===== src/rtl/pbtn_event_pkg.sv =====
// Shared register map, field widths and repeat FSM encoding for the pushbutton event block.
// Pure definitions: no latency, no flow control.
package pbtn_event_pkg;

    localparam logic [1:0] ADDR_STATUS  = 2'd0;
    localparam logic [1:0] ADDR_PENDING = 2'd1;
    localparam logic [1:0] ADDR_ENABLE  = 2'd2;
    localparam logic [1:0] ADDR_CONFIG  = 2'd3;

    localparam int NUM_PB      = 6;
    localparam int NUM_SW      = 16;
    localparam int PEND_SW_LSB = 6;
    localparam int PEND_W      = PEND_SW_LSB + NUM_SW;

    typedef enum logic [1:0] {
        RPT_IDLE   = 2'd0,
        RPT_DELAY  = 2'd1,
        RPT_REPEAT = 2'd2
    } rpt_state_e;

endpackage


===== src/rtl/pbtn_event_ctrl_if.sv =====
// Four-word register port between the GPIO bus wrapper (master) and the event block (slave).
// Strobes are single-cycle; the slave always acknowledges on the following cycle, no stalls.
interface pbtn_event_ctrl_if;

    logic [1:0]  reg_addr;
    logic        reg_wr;
    logic        reg_rd;
    logic [31:0] reg_wdata;
    logic [31:0] reg_rdata;
    logic        reg_ack;

    modport master (
        output reg_addr, reg_wr, reg_rd, reg_wdata,
        input  reg_rdata, reg_ack
    );

    modport slave (
        input  reg_addr, reg_wr, reg_rd, reg_wdata,
        output reg_rdata, reg_ack
    );

endinterface


===== src/rtl/pbtn_repeat_fsm.sv =====
// Typematic auto-repeat for one button: rpt pulses combinationally on the tick that exhausts the count.
// No backpressure; releasing the button or clearing en returns to IDLE immediately.
module pbtn_repeat_fsm
    import pbtn_event_pkg::*;
#(
    parameter int REPEAT_DELAY = 500,
    parameter int REPEAT_RATE  = 100
) (
    input  logic clk,
    input  logic rst_n,
    input  logic en,
    input  logic level,
    input  logic press,
    input  logic tick,
    output logic rpt
);

    localparam int CNT_MAX = (REPEAT_DELAY > REPEAT_RATE) ? REPEAT_DELAY : REPEAT_RATE;
    localparam int CNT_W   = $clog2(CNT_MAX + 1);
    localparam logic [CNT_W-1:0] DELAY_C = CNT_W'(REPEAT_DELAY);
    localparam logic [CNT_W-1:0] RATE_C  = CNT_W'(REPEAT_RATE);
    localparam logic [CNT_W-1:0] ONE_C   = CNT_W'(1);

    rpt_state_e       state_q, state_d;
    logic [CNT_W-1:0] cnt_q, cnt_d;

    always_ff @(posedge clk) begin
        if (!rst_n) begin
            state_q <= RPT_IDLE;
            cnt_q   <= '0;
        end else begin
            state_q <= state_d;
            cnt_q   <= cnt_d;
        end
    end

    always_comb begin
        state_d = state_q;
        cnt_d   = cnt_q;
        rpt     = 1'b0;
        if (!en || !level) begin
            state_d = RPT_IDLE;
            cnt_d   = '0;
        end else begin
            case (state_q)
                RPT_IDLE: begin
                    if (press) begin
                        state_d = RPT_DELAY;
                        cnt_d   = DELAY_C;
                    end
                end
                RPT_DELAY, RPT_REPEAT: begin
                    // Reaching zero on this tick fires and reloads with the repeat period.
                    if (tick) begin
                        if (cnt_q <= ONE_C) begin
                            rpt     = 1'b1;
                            state_d = RPT_REPEAT;
                            cnt_d   = RATE_C;
                        end else begin
                            cnt_d = cnt_q - ONE_C;
                        end
                    end
                end
                default: begin
                    state_d = RPT_IDLE;
                    cnt_d   = '0;
                end
            endcase
        end
    end

endmodule


===== src/rtl/pbtn_event_ctrl.sv =====
// Debounced buttons/switches -> W1C pending events (press, auto-repeat, switch change) -> level irq.
// Register reads/writes acknowledge one cycle after the strobe; events are never dropped or stalled.
module pbtn_event_ctrl
    import pbtn_event_pkg::*;
#(
    parameter int CLK_FREQUENCY_HZ = 100_000_000,
    parameter int TICK_HZ          = 1000,
    parameter int TICK_DIV         = CLK_FREQUENCY_HZ / TICK_HZ,
    parameter bit PB0_ACTIVE_LOW   = 1'b1,
    parameter int REPEAT_DELAY     = 500,
    parameter int REPEAT_RATE      = 100
) (
    input  logic              clk,
    input  logic              rst_n,
    input  logic [NUM_PB-1:0] pbtn_db,
    input  logic [NUM_SW-1:0] swtch_db,
    pbtn_event_ctrl_if.slave  bus,
    output logic              irq
);

    localparam int TICK_W = (TICK_DIV > 1) ? $clog2(TICK_DIV) : 1;
    localparam logic [TICK_W-1:0] TICK_LAST = TICK_W'(TICK_DIV - 1);

    logic [TICK_W-1:0] tick_cnt_q, tick_cnt_d;
    logic              primed_q, primed_d;
    logic [NUM_PB-1:0] prev_b_q, prev_b_d;
    logic [NUM_SW-1:0] prev_s_q, prev_s_d;
    logic [PEND_W-1:0] pend_q, pend_d;
    logic [PEND_W-1:0] enable_q, enable_d;
    logic [NUM_PB-1:0] config_q, config_d;
    logic [31:0]       rdata_q, rdata_d;
    logic              ack_q, ack_d;
    logic              irq_q, irq_d;

    logic              tick;
    logic [NUM_PB-1:0] b;
    logic [NUM_PB-1:0] press;
    logic [NUM_PB-1:0] rpt;
    logic [NUM_SW-1:0] change;
    logic [PEND_W-1:0] events;
    logic [PEND_W-1:0] w1c_mask;
    logic [31:0]       rd_val;
    logic              unused_wdata;

    assign unused_wdata = ^bus.reg_wdata[31:PEND_W];

    assign b    = pbtn_db ^ {{(NUM_PB-1){1'b0}}, PB0_ACTIVE_LOW};
    assign tick = (tick_cnt_q == TICK_LAST);

    // Until primed, prev_* hold reset values, so any edge seen then would be spurious.
    assign press  = primed_q ? (b & ~prev_b_q) : '0;
    assign change = primed_q ? (swtch_db ^ prev_s_q) : '0;

    for (genvar i = 0; i < NUM_PB; i++) begin : g_rpt
        pbtn_repeat_fsm #(
            .REPEAT_DELAY (REPEAT_DELAY),
            .REPEAT_RATE  (REPEAT_RATE)
        ) u_fsm (
            .clk   (clk),
            .rst_n (rst_n),
            .en    (config_q[i]),
            .level (b[i]),
            .press (press[i]),
            .tick  (tick),
            .rpt   (rpt[i])
        );
    end

    assign events = {change, press | rpt};

    always_comb begin
        tick_cnt_d = tick ? '0 : tick_cnt_q + TICK_W'(1);
        primed_d   = 1'b1;
        prev_b_d   = b;
        prev_s_d   = swtch_db;

        w1c_mask = '0;
        enable_d = enable_q;
        config_d = config_q;
        if (bus.reg_wr) begin
            case (bus.reg_addr)
                ADDR_PENDING: w1c_mask = bus.reg_wdata[PEND_W-1:0];
                ADDR_ENABLE:  enable_d = bus.reg_wdata[PEND_W-1:0];
                ADDR_CONFIG:  config_d = bus.reg_wdata[NUM_PB-1:0];
                default:      w1c_mask = '0;
            endcase
        end
        // New events are OR'd in after the clear, so a same-cycle set survives the W1C.
        pend_d = (pend_q & ~w1c_mask) | events;

        case (bus.reg_addr)
            ADDR_STATUS:  rd_val = {swtch_db, 10'b0, prev_b_q};
            ADDR_PENDING: rd_val = 32'(pend_q);
            ADDR_ENABLE:  rd_val = 32'(enable_q);
            ADDR_CONFIG:  rd_val = 32'(config_q);
            default:      rd_val = '0;
        endcase
        rdata_d = bus.reg_rd ? rd_val : '0;
        ack_d   = bus.reg_rd | bus.reg_wr;
        irq_d   = |(pend_d & enable_d);
    end

    always_ff @(posedge clk) begin
        if (!rst_n) begin
            tick_cnt_q <= '0;
            primed_q   <= 1'b0;
            prev_b_q   <= '0;
            prev_s_q   <= '0;
            pend_q     <= '0;
            enable_q   <= '0;
            config_q   <= '0;
            rdata_q    <= '0;
            ack_q      <= 1'b0;
            irq_q      <= 1'b0;
        end else begin
            tick_cnt_q <= tick_cnt_d;
            primed_q   <= primed_d;
            prev_b_q   <= prev_b_d;
            prev_s_q   <= prev_s_d;
            pend_q     <= pend_d;
            enable_q   <= enable_d;
            config_q   <= config_d;
            rdata_q    <= rdata_d;
            ack_q      <= ack_d;
            irq_q      <= irq_d;
        end
    end

    assign bus.reg_rdata = rdata_q;
    assign bus.reg_ack   = ack_q;
    assign irq           = irq_q;

endmodule


===== src/flat_wrapper.sv =====
// flat-port wrapper written by rule: the top's interface ports become plain ports
module pbtn_event_ctrl_flat import pbtn_event_pkg::*;
#(
    parameter int CLK_FREQUENCY_HZ = 100_000_000,
    parameter int TICK_HZ          = 1000,
    parameter int TICK_DIV         = CLK_FREQUENCY_HZ / TICK_HZ,
    parameter bit PB0_ACTIVE_LOW   = 1'b1,
    parameter int REPEAT_DELAY     = 500,
    parameter int REPEAT_RATE      = 100
)
  (clk, rst_n, pbtn_db, swtch_db, irq, bus_reg_addr, bus_reg_wr, bus_reg_rd, bus_reg_wdata, bus_reg_rdata, bus_reg_ack);
  pbtn_event_ctrl_if bus_i ();
  input  logic clk;
  input  logic rst_n;
  input  logic [NUM_PB-1:0] pbtn_db;
  input  logic [NUM_SW-1:0] swtch_db;
  output logic irq;
  input wire logic [$bits(bus_i.reg_addr)-1:0] bus_reg_addr;
  input wire logic [$bits(bus_i.reg_wr)-1:0] bus_reg_wr;
  input wire logic [$bits(bus_i.reg_rd)-1:0] bus_reg_rd;
  input wire logic [$bits(bus_i.reg_wdata)-1:0] bus_reg_wdata;
  output wire logic [$bits(bus_i.reg_rdata)-1:0] bus_reg_rdata;
  output wire logic [$bits(bus_i.reg_ack)-1:0] bus_reg_ack;
  assign bus_i.reg_addr = bus_reg_addr;
  assign bus_i.reg_wr = bus_reg_wr;
  assign bus_i.reg_rd = bus_reg_rd;
  assign bus_i.reg_wdata = bus_reg_wdata;
  assign bus_reg_rdata = bus_i.reg_rdata;
  assign bus_reg_ack = bus_i.reg_ack;
  pbtn_event_ctrl #(.CLK_FREQUENCY_HZ(CLK_FREQUENCY_HZ), .TICK_HZ(TICK_HZ), .TICK_DIV(TICK_DIV), .PB0_ACTIVE_LOW(PB0_ACTIVE_LOW), .REPEAT_DELAY(REPEAT_DELAY), .REPEAT_RATE(REPEAT_RATE)) u_core (.clk(clk), .rst_n(rst_n), .pbtn_db(pbtn_db), .swtch_db(swtch_db), .bus(bus_i), .irq(irq));
endmodule

===== config.mk =====
export PLATFORM = sky130hd
export DESIGN_NAME = pbtn_event_ctrl_flat
export DESIGN_NICKNAME = d
export VERILOG_FILES = /design/src/rtl/pbtn_event_pkg.sv /design/src/rtl/pbtn_event_ctrl_if.sv /design/src/rtl/pbtn_repeat_fsm.sv /design/src/rtl/pbtn_event_ctrl.sv /design/src/flat_wrapper.sv
export SDC_FILE = /design/constraint.sdc
export NUM_CORES = 1
export LEC_CHECK = 0
export CORE_UTILIZATION = 35
export CTS_CLUSTER_SIZE = 12
export DETAILED_ROUTE_END_ITERATION = 6
export SETUP_SLACK_MARGIN = 0.02
export SLEW_MARGIN = 20
export SYNTH_ARGS = -nofsm -noshare
export SYNTH_HDL_FRONTEND = slang
export SYNTH_SLANG_ARGS = --single-unit

===== constraint.sdc =====
create_clock -name clk -period 3.7 [get_ports clk]
set_input_delay 0.37 -clock clk [delete_from_list [all_inputs] [get_ports clk]]
set_output_delay 0.37 -clock clk [all_outputs]
set_load 0.005 [all_outputs]

==> run_results.csv, run 1 <==
group,metric,value,unit
route,vias,7391,
route,ant_nets,0,
clock_network,htreeDepth,4,
global_route,grt-busiest-layer,"met2",
route,drt_pre_antenna_iters,5,
clock_network,holdBufCountCts,0,
global_route,first_global_vias,7026,
synth,post_synth.cell_area_avg,8.87,µm²
cells_and_area,diodes,0,
power,power_leakage,4.15,nW
clock_network,cts_buffers,17,
synth,synth-seq-cells,190,
clock_network,cts_buffer_depth,2,
clock_network,ctsResizeCount,0,
global_route,track_usage,16.7,%
power,p_per_area,405,nW/µm²
cells_and_area,layout_common_cells,"dfxtp_1 (190), nor2_1 (105), clkdlybuf4s50_1 (81)",
route,routedWlPerCell,15.0,µm
timing,finalCriticalPeriod,2.81,ns
route,route.detailed.drc,0,
timing,slew_viol_final,0,
clock_network,worstSkewPairLatency,0.44,ns
floorplanning,die_height,163,µm
place,dp_slack,0.882,ns
timing,finalCritPeriodShare,75.9,%
cells_and_area,final_area,10800,µm²
synth,synth-edff-count,0,
min_path,worstHoldPathCells,1,
synth,synth_ff_type,"dfxtp_1",
timing,setup-tns-final,0,ns
place,io_buffers,83,
synth,synth_top_area_share,42.0,%
timing,slew_headroom,22.7,%
place,gp_congestion,0.845,
global_route,grtUsageMet3,3.72,%
timing,timing.final.ws_setup,0.890,ns
timing,fin_worst_skew,0.0174,ns
global_route,antenna_found_initial,0,
critical_path,start_kind,"register",
critical_path,end_kind,"register",
floorplanning,coreArea,25300,µm²
global_route,globalRouteMet1Util,22.5,%
place,hpwlAfterDp,14700,µm
clock_network,root_buffer,"clkbuf_16",
floorplanning,start_util,35.8,%
synth,yosysWarnings,0,
floorplanning,dieArea,26500,µm²
synth,postSynthCellCount,1020,
timing,worst_hold_slack,0.467,ns
power,power.total,4.38,mW
route,viasPerCell,5.17,
min_path,hold_path_class,"register to register",
route,drtIter0Drc,370,
place,place_area,10200,µm²
synth,syn-num-nets,1111,
route,drt_wl_total,21400,µm
timing,finalSetupViolCount,0,
global_route,use_met2,26.6,%
cells_and_area,syn_to_final_growth,19.5,%
global_route,grt_pass1_wl,35600,µm
critical_path,required,4.06,ns
job,cap_violations,0,
floorplanning,core.rowCount,58,
floorplanning,fp.dieW,163,µm
power,vdd_drop_max,0.309,mV
timing,worst_slew_pin_slew,1.16,ns
critical_path,path_max_fanout,15,
cells_and_area,fillers,2556,
synth,synthArstFlopShare,0,%
clock_network,cts_sinks,190,
synth,yosys.area.top_type,"dfxtp_1",
timing,max_freq,0.356,GHz
timing,hold_viol_final,0,
clock_network,tritoncts,"yes",
cells_and_area,final_common_cell,"dfxtp_1",
critical_path,path_class,"register to register",
clock_network,clkTransAtPathRegs,0.08,ns
synth,synth.distinct_cells,61,
synth,synth_area_leaders,"dfxtp_1 (42%), mux2i_1 (4.8%), nor2b_1 (4.4%)",
synth,syn_area,9050,µm²
global_route,grt_start_max_net_pins,44,
clock_network,postCtsSetupBuffers,0,
critical_path,ff2ff_path_depth,7,
global_route,grt-ovfl-total,0,
cells_and_area,fin_nets,1177,
floorplanning,io_pins,94,
timing,rsz0062_at_grt,"no",
cells_and_area,drive_above_1_share,5.46,%
critical_path,worst_ep_arrival_time,3.17,ns
synth,seq_area_frac_synth,42.0,%
outcome,status,"completed",
-- synth_stat cells, types with 2 or more instances --
library cell / n
inv_1: 31
xor2_1: 36
a21oi_1: 65
nand3b_1: 4
nand4_1: 2
a31oi_1: 7
o31ai_1: 3
and3_1: 11
o211ai_1: 2
nand4bb_1: 2
clkbuf_1: 40
nand2b_1: 8
and2_1: 33
nand2_1: 53
mux4_2: 6
nor2_1: 105
a22oi_1: 33
nor3b_1: 4
o211a_1: 3
nor2b_1: 64
o31a_1: 5
o2111ai_1: 2
nor4_1: 17
a21boi_0: 2
or3_1: 9
o21ai_0: 48
a211oi_1: 5
dfxtp_1: 190
o22ai_1: 8
o21bai_1: 5
a311oi_1: 2
ha_1: 31
xnor2_1: 15
nand3_1: 20
or4_1: 4
a21o_1: 8
mux2i_1: 43
nor3_1: 39
buf_1: 5
o21a_1: 9
nand4b_1: 21
-- report_power, final --
part	total, mW	internal (mW)	switching [mW]
sequential	2.14	2.10	0.0354
combinational	0.360	0.176	0.184
clock	1.89	0.931	0.955
-- state kept, by name, indices dropped and copies added (netlist names) --
signal	cells
u_core.bus.reg_ack	1
u_core.bus.reg_rdata	32
u_core.config_q	6
u_core.enable_q	22
u_core.g_rpt.u_fsm.cnt_q	54
u_core.g_rpt.u_fsm.state_q	12
u_core.irq	1
u_core.pend_q	22
u_core.prev_b_q	6
u_core.prev_s_q	16
u_core.primed_q	1
u_core.tick_cnt_q	17
-- worst max-delay path, cell delays in order (launching register included) --
cell and delay, ns:
dfxtp_1 0.38, ha_1 0.21, nand4_1 0.25, or4_1 0.83, a21o_1 0.44, nor3_1 0.36
nand3b_1 0.12, a21oi_1 0.16
-- through the flow --
step                      cells  util [%]
after floorplan            1020         -
after global placement     1397      40.3
after detailed placement   1397      40.3
after CTS                  1429      42.8
after global routing       1429      42.8
final                      1429      42.8
-- final timing paths --
check,from,end,slack (ns)
setup reg to reg,u_core.tick_cnt_q[0],u_core.g_rpt[5].u_fsm.cnt_q[3],0.89
setup / recovery,u_core.tick_cnt_q[0],u_core.g_rpt[5].u_fsm.cnt_q[3],0.89
hold / removal,u_core.tick_cnt_q[0],u_core.tick_cnt_q[0],0.47
hold reg to reg,u_core.tick_cnt_q[0],u_core.tick_cnt_q[0],0.47
-- logic make-up (layout without fill, tap and decap cells) --
kind of cell	count (synthesis)	after routing	synth area share, %
and+or+nand+nor	405	405	24.1
muxes	49	49	6.25
DFF	190	190	42.0
buffers and inverters	78	157	3.33
adders and majority gates	31	31	4.29
xor gates and xnor gates	51	51	4.94
AOI/OAI and AO/OA	216	216	15.0
-- layout make-up --
class                      instances  area (µm²)  share of cell area (%)
clock buffer                      17         425                    3.93
clock inverter                    15         211                    1.96
inverter                          31         116                    1.08
multi-input combinational        752        4940                    45.7
sequential                       190        3800                    35.2
tap                              330         413                    3.82
timing repair buffer              94         903                    8.35
-- layer usage --
metal / vias up / wire [µm]
li1: 3745 / -
met1: 3497 / 10500
met2: 133 / 9840
met3: 16 / 831
met4: 0 / 285
met5: - / 0
(Power assumes the default switching activity.)
==> run 2: changes to the inputs <==
- clock period: 3.7 -> 2.85 ns (I/O delays scaled with it)
==> run 2 against run 1 <==
Net effect: wire length grew 1.1%; flip-flop and latch count is the same; sequential share of layout area shrank 0.37 points; fmax grew 11%; clock power grew 32%; setup slack lost 0.58 ns; sequential power grew 29%; combinational power grew 34%; clock skew shrank 0.0048 ns; cell count grew 0.91%; via count grew 0.11%; largest power group unchanged.
==> run_results.csv, run 2 (synthesis results as in run 1) <==
group,metric,value,unit
power,p_per_area,527,nW/µm²
critical_path,path_class,"register to register",
timing,timing.final.ws_setup,0.314,ns
cells_and_area,drive_above_1_share,6.56,%
clock_network,cts_sinks,190,
critical_path,slowest_delay,0.55,ns
timing,slew_headroom,49.2,%
floorplanning,io_pins,94,
place,gp_congestion,0.856,
cells_and_area,final_common_cell,"dfxtp_1",
floorplanning,dieArea,26500,µm²
route,drt_wl_total,21700,µm
timing,hold_viol_final,0,
cells_and_area,max_flop_register,"u_core.g_rpt.u_fsm.cnt_q",
timing,fin_worst_skew,0.0127,ns
global_route,track_usage,16.7,%
critical_path,path_cells,"or4b_4 -> or4_1 -> buf_4 -> a21o_1 -> nor2_1 -> o21ai_0 -> a21oi_1",
critical_path,slowest_stage,"or4b_4",
place,hpwlAfterDp,15300,µm
timing,finalCritPeriodShare,89.0,%
floorplanning,core.rowCount,58,
route,drt_pre_antenna_iters,4,
critical_path,critPathLaunch,"u_core.tick_cnt_q[6]",
clock_network,clkTransAtPathRegs,0.07,ns
clock_network,worstSkewPairLatency,0.44,ns
clock_network,htreeDepth,4,
critical_path,start_kind,"register",
timing,setup-tns-final,0,ns
timing,finalSetupViolCount,0,
clock_network,tritoncts,"yes",
floorplanning,die_height,163,µm
outcome,status,"completed",
cells_and_area,layout_common_cells,"dfxtp_1 (190), nor2_1 (105), clkdlybuf4s50_1 (81)",
cells_and_area,fin_nets,1191,
timing,rsz0062_at_grt,"no",
route,ant_nets,0,
clock_network,root_buffer,"clkbuf_16",
global_route,grt_start_max_net_pins,49,
critical_path,end_kind,"register",
route,route.detailed.drc,0,
place,io_buffers,83,
clock_network,cts_buffer_depth,2,
clock_network,ctsResizeCount,0,
timing,slew_viol_final,0,
job,cap_violations,0,
global_route,grt-ovfl-total,0,
floorplanning,fp.dieW,163,µm
timing,worst_slew_pin_slew,0.762,ns
route,viasPerCell,5.13,
cells_and_area,syn_to_final_growth,20.8,%
floorplanning,coreArea,25300,µm²
clock_network,postCtsSetupBuffers,0,
route,routedWlPerCell,15.0,µm
global_route,antenna_found_initial,0,
global_route,grt_pass1_wl,35600,µm
place,dp_slack,0.223,ns
cells_and_area,diodes,0,
critical_path,path_max_fanout,16,
global_route,first_global_vias,6994,
floorplanning,start_util,35.8,%
clock_network,holdBufCountCts,0,
min_path,hold_path_class,"primary input to register",
clock_network,cts_buffers,17,
cells_and_area,largest_register_ffs,54,
min_path,min_from,"rst_n",
power,power_leakage,4.22,nW
critical_path,required,3.21,ns
route,vias,7399,
critical_path,worst_ep_arrival_time,2.89,ns
timing,finalCriticalPeriod,2.54,ns
timing,max_freq,0.394,GHz
critical_path,r2r-start,"u_core.tick_cnt_q[6]",
power,vdd_drop_max,0.405,mV
route,drtIter0Drc,442,
run 2: final timing paths:
| check | end | slack (ns) | cells past startpoint |
|---|---|---|---|
| setup reg to reg | u_core.g_rpt[2].u_fsm.cnt_q[4] | 0.31 | 7 |
| hold reg to reg | u_core.tick_cnt_q[0] | 0.47 | 1 |
| setup / recovery | u_core.g_rpt[2].u_fsm.cnt_q[4] | 0.31 | 7 |
| hold / removal | u_core.pend_q[3] | 0.27 | 2 |
run 2: final cells by class:
| cell class | instances | area, µm² |
|---|---|---|
| clock buffers | 17 | 425 |
| inverters | 31 | 116 |
| fillers | 2494 | 14300 |
| flip-flops and latches | 190 | 3800 |
| clock inverters | 14 | 196 |
| well taps | 330 | 413 |
| repair buffers | 108 | 1030 |
| multi-input cells | 752 | 4940 |
run 2: where the power goes:
group	internal, mW	leakage [nW]	switching [mW]
clock	1.35	0.301	1.16
sequential	2.73	1.55	0.0451
combinational	0.239	2.37	0.242
total	4.31	4.22	1.44
run 2: worst max-delay path: cells and delay by family, from the launching register on:
family / cells / cell delay (ns)
AO/OA/AOI/OAI: 3 / 0.67
buffers and inverters: 1 / 0.20
flip-flops: 1 / 0.35
AND/OR/NAND/NOR: 3 / 1.24
run 2: through the flow:
stage / std cells / power [mW] / util, % / hold slack [ns] / cell area, µm²
final: 1442 / 5.76 / 43.3 / 0.270 / 10900
after detailed placement: 1411 / 3.32 / 40.8 / 0.461 / 10300
after global placement: 1411 / 3.31 / 40.8 / 0.451 / 10300
after global routing: 1442 / 5.98 / 43.3 / 0.278 / 10900
after CTS: 1442 / 5.82 / 43.3 / 0.255 / 10900
after floorplan: 1020 / 3.10 / - / 0.313 / 9050
run 2: layer usage:
layer / track usage, % / vias up / routed length (µm) / part of all wire, %
li1: - / 3766 / - / -
met2: 26.4 / 152 / 9770 / 45
met4: 5.65 / 0 / 388 / 1.8
met3: 4.25 / 21 / 1070 / 4.9
met5: 0 / - / 0 / 0
met1: 22.1 / 3460 / 10400 / 48
==> run 3: changes to the inputs <==
- CAP_MARGIN: default -> 10
- CORE_MARGIN: default -> 1.5
==> run 3 against run 2 <==
Net effect: via count is 0.41% higher; total power is 1.3% lower; cell area is 0.11% lower; highest routed layer is now met5.
==> run_results.csv, run 3 (synthesis results as in run 1) <==
group,metric,value,unit
outcome,status,"completed",
place,gp_congestion,0.842,
place,io_buffers,83,
clock_network,tritoncts,"yes",
cells_and_area,utilization,43.2,%
critical_path,worst_ep_arrival_time,2.89,ns
power,pwr-share-comb,8.5,%
timing,rsz0062_at_grt,"no",
clock_network,cts_buffer_depth,2,
timing,hold_viol_final,0,
timing,fin_worst_skew,0.0108,ns
route,route.detailed.drc,0,
place,hpwlAfterDp,15000,µm
floorplanning,dieArea,26800,µm²
cells_and_area,diodes,0,
global_route,grtUsageMet3,4.24,%
route,drtIter0Drc,384,
timing,finalCritPeriodShare,88.8,%
clock_network,cts_buffers,17,
power,internal_power,4.16,mW
global_route,track_usage,16.5,%
timing,timing.final.ws_setup,0.319,ns
clock_network,clkTransAtPathRegs,0.08,ns
timing,slew_viol_final,0,
clock_network,postCtsSetupBuffers,0,
timing,max_freq,0.395,GHz
power,vdd_drop_max,0.400,mV
place,dp_slack,0.158,ns
cells_and_area,syn_to_final_growth,20.7,%
cells_and_area,max_flop_register,"u_core.g_rpt.u_fsm.cnt_q",
cells_and_area,fin_nets,1187,
clock_network,htreeDepth,4,
route,ant_nets,0,
clock_network,root_buffer,"clkbuf_16",
clock_network,holdBufCountCts,0,
global_route,grt_start_max_net_pins,45,
power,p_sw,1.52,mW
route,drt_pre_antenna_iters,4,
critical_path,path_max_fanout,16,
floorplanning,io_pins,94,
global_route,grt_pass1_wl,35600,µm
global_route,antenna_found_initial,1,
critical_path,end_kind,"register",
floorplanning,die_height,164,µm
timing,slew_headroom,49.5,%
critical_path,start_kind,"register",
cells_and_area,drive_above_1_share,6.31,%
route,routedWlPerCell,15.0,µm
min_path,hold_path_class,"primary input to register",
power,power_leakage,4.20,nW
cells_and_area,final_area,10900,µm²
cells_and_area,layout_common_cells,"dfxtp_1 (190), nor2_1 (105), clkdlybuf4s50_1 (81)",
route,vias,7429,
cells_and_area,final_common_cell,"dfxtp_1",
route,viasPerCell,5.16,
floorplanning,coreArea,25300,µm²
route,drt_wl_total,21600,µm
global_route,use_met2,26.8,%
power,power.total,5.68,mW
timing,finalSetupViolCount,0,
global_route,grt-ovfl-total,0,
power,p_clk_share,42.8,%
floorplanning,start_util,35.8,%
critical_path,required,3.21,ns
global_route,first_global_vias,7176,
power,swShare,26.7,%
place,place_area,10300,µm²
clock_network,worstSkewPairLatency,0.44,ns
global_route,globalRouteMet1Util,21.6,%
critical_path,path_class,"register to register",
place,place_inst,1407,
floorplanning,fp.dieW,164,µm
timing,worst_slew_pin_slew,0.752,ns
global_route,grt-busiest-layer,"met2",
clock_network,cts_sinks,190,
floorplanning,core.rowCount,58,
timing,worst_hold_slack,0.223,ns
timing,finalCriticalPeriod,2.53,ns
cells_and_area,largest_register_ffs,54,
job,cap_violations,0,
power,p_per_area,520,nW/µm²
cells_and_area,fillers,2521,
cells_and_area,finalNonFillerCells,1439,
timing,setup-tns-final,0,ns
clock_network,ctsResizeCount,0,
power,sequentialPowerShare,48.7,%
[run 3: cell types whose count changed in the layout (fill, tap and decap cells not counted), moves of 2 or more]
cell       previous run  this run
buf_4                23        17
bufinv_16             2         0
inv_6                 4         2
clkinv_8              3         6
buf_12                2         4
clkinv_4              0         2
[run 3: worst paths after layout]
| kind | from | endpoint | slack (ns) | depth (start not counted) |
|---|---|---|---|---|
| setup / recovery | u_core.tick_cnt_q[6] | u_core.g_rpt[2].u_fsm.cnt_q[4] | 0.32 | 7 |
| hold / removal | rst_n | u_core.pend_q[5] | 0.22 | 2 |
| setup reg to reg | u_core.tick_cnt_q[6] | u_core.g_rpt[2].u_fsm.cnt_q[4] | 0.32 | 7 |
| hold reg to reg | u_core.tick_cnt_q[0] | u_core.tick_cnt_q[0] | 0.47 | 1 |
[run 3: power groups by stage]
stage | clock [mW] | combinational [mW] | sequential (mW)
global route | 2.59 | 0.534 | 2.78
CTS | 2.49 | 0.487 | 2.77
floorplan | 0 | 0.282 | 2.82
global placement | 0 | 0.482 | 2.83
finish | 2.43 | 0.482 | 2.77
detailed placement | 0 | 0.484 | 2.83
[run 3: final cells by class]
| cell class | instances | area (µm²) | share of cell area, % |
|---|---|---|---|
| multi-input cells | 752 | 4940 | 45.3 |
| clock inverters | 15 | 189 | 1.73 |
| well taps | 330 | 413 | 3.78 |
| inverters | 31 | 116 | 1.07 |
| clock buffers | 17 | 425 | 3.90 |
| repair buffers | 104 | 1030 | 9.42 |
| flip-flops and latches | 190 | 3800 | 34.8 |
[run 3: metal layers]
metal	up-vias	part of all wire, %
li1	3774	-
met1	3513	48
met2	113	46
met3	27	4.2
met4	2	1.4
met5	-	0.060
[run 3: worst max-delay path: stages, from the launching register on]
cell,delay [ns]
dfxtp_1,0.35
or4b_4,0.55
or4_1,0.41
buf_4,0.20
a21o_1,0.36
nor2_1,0.27
o21ai_0,0.13
a21oi_1,0.17
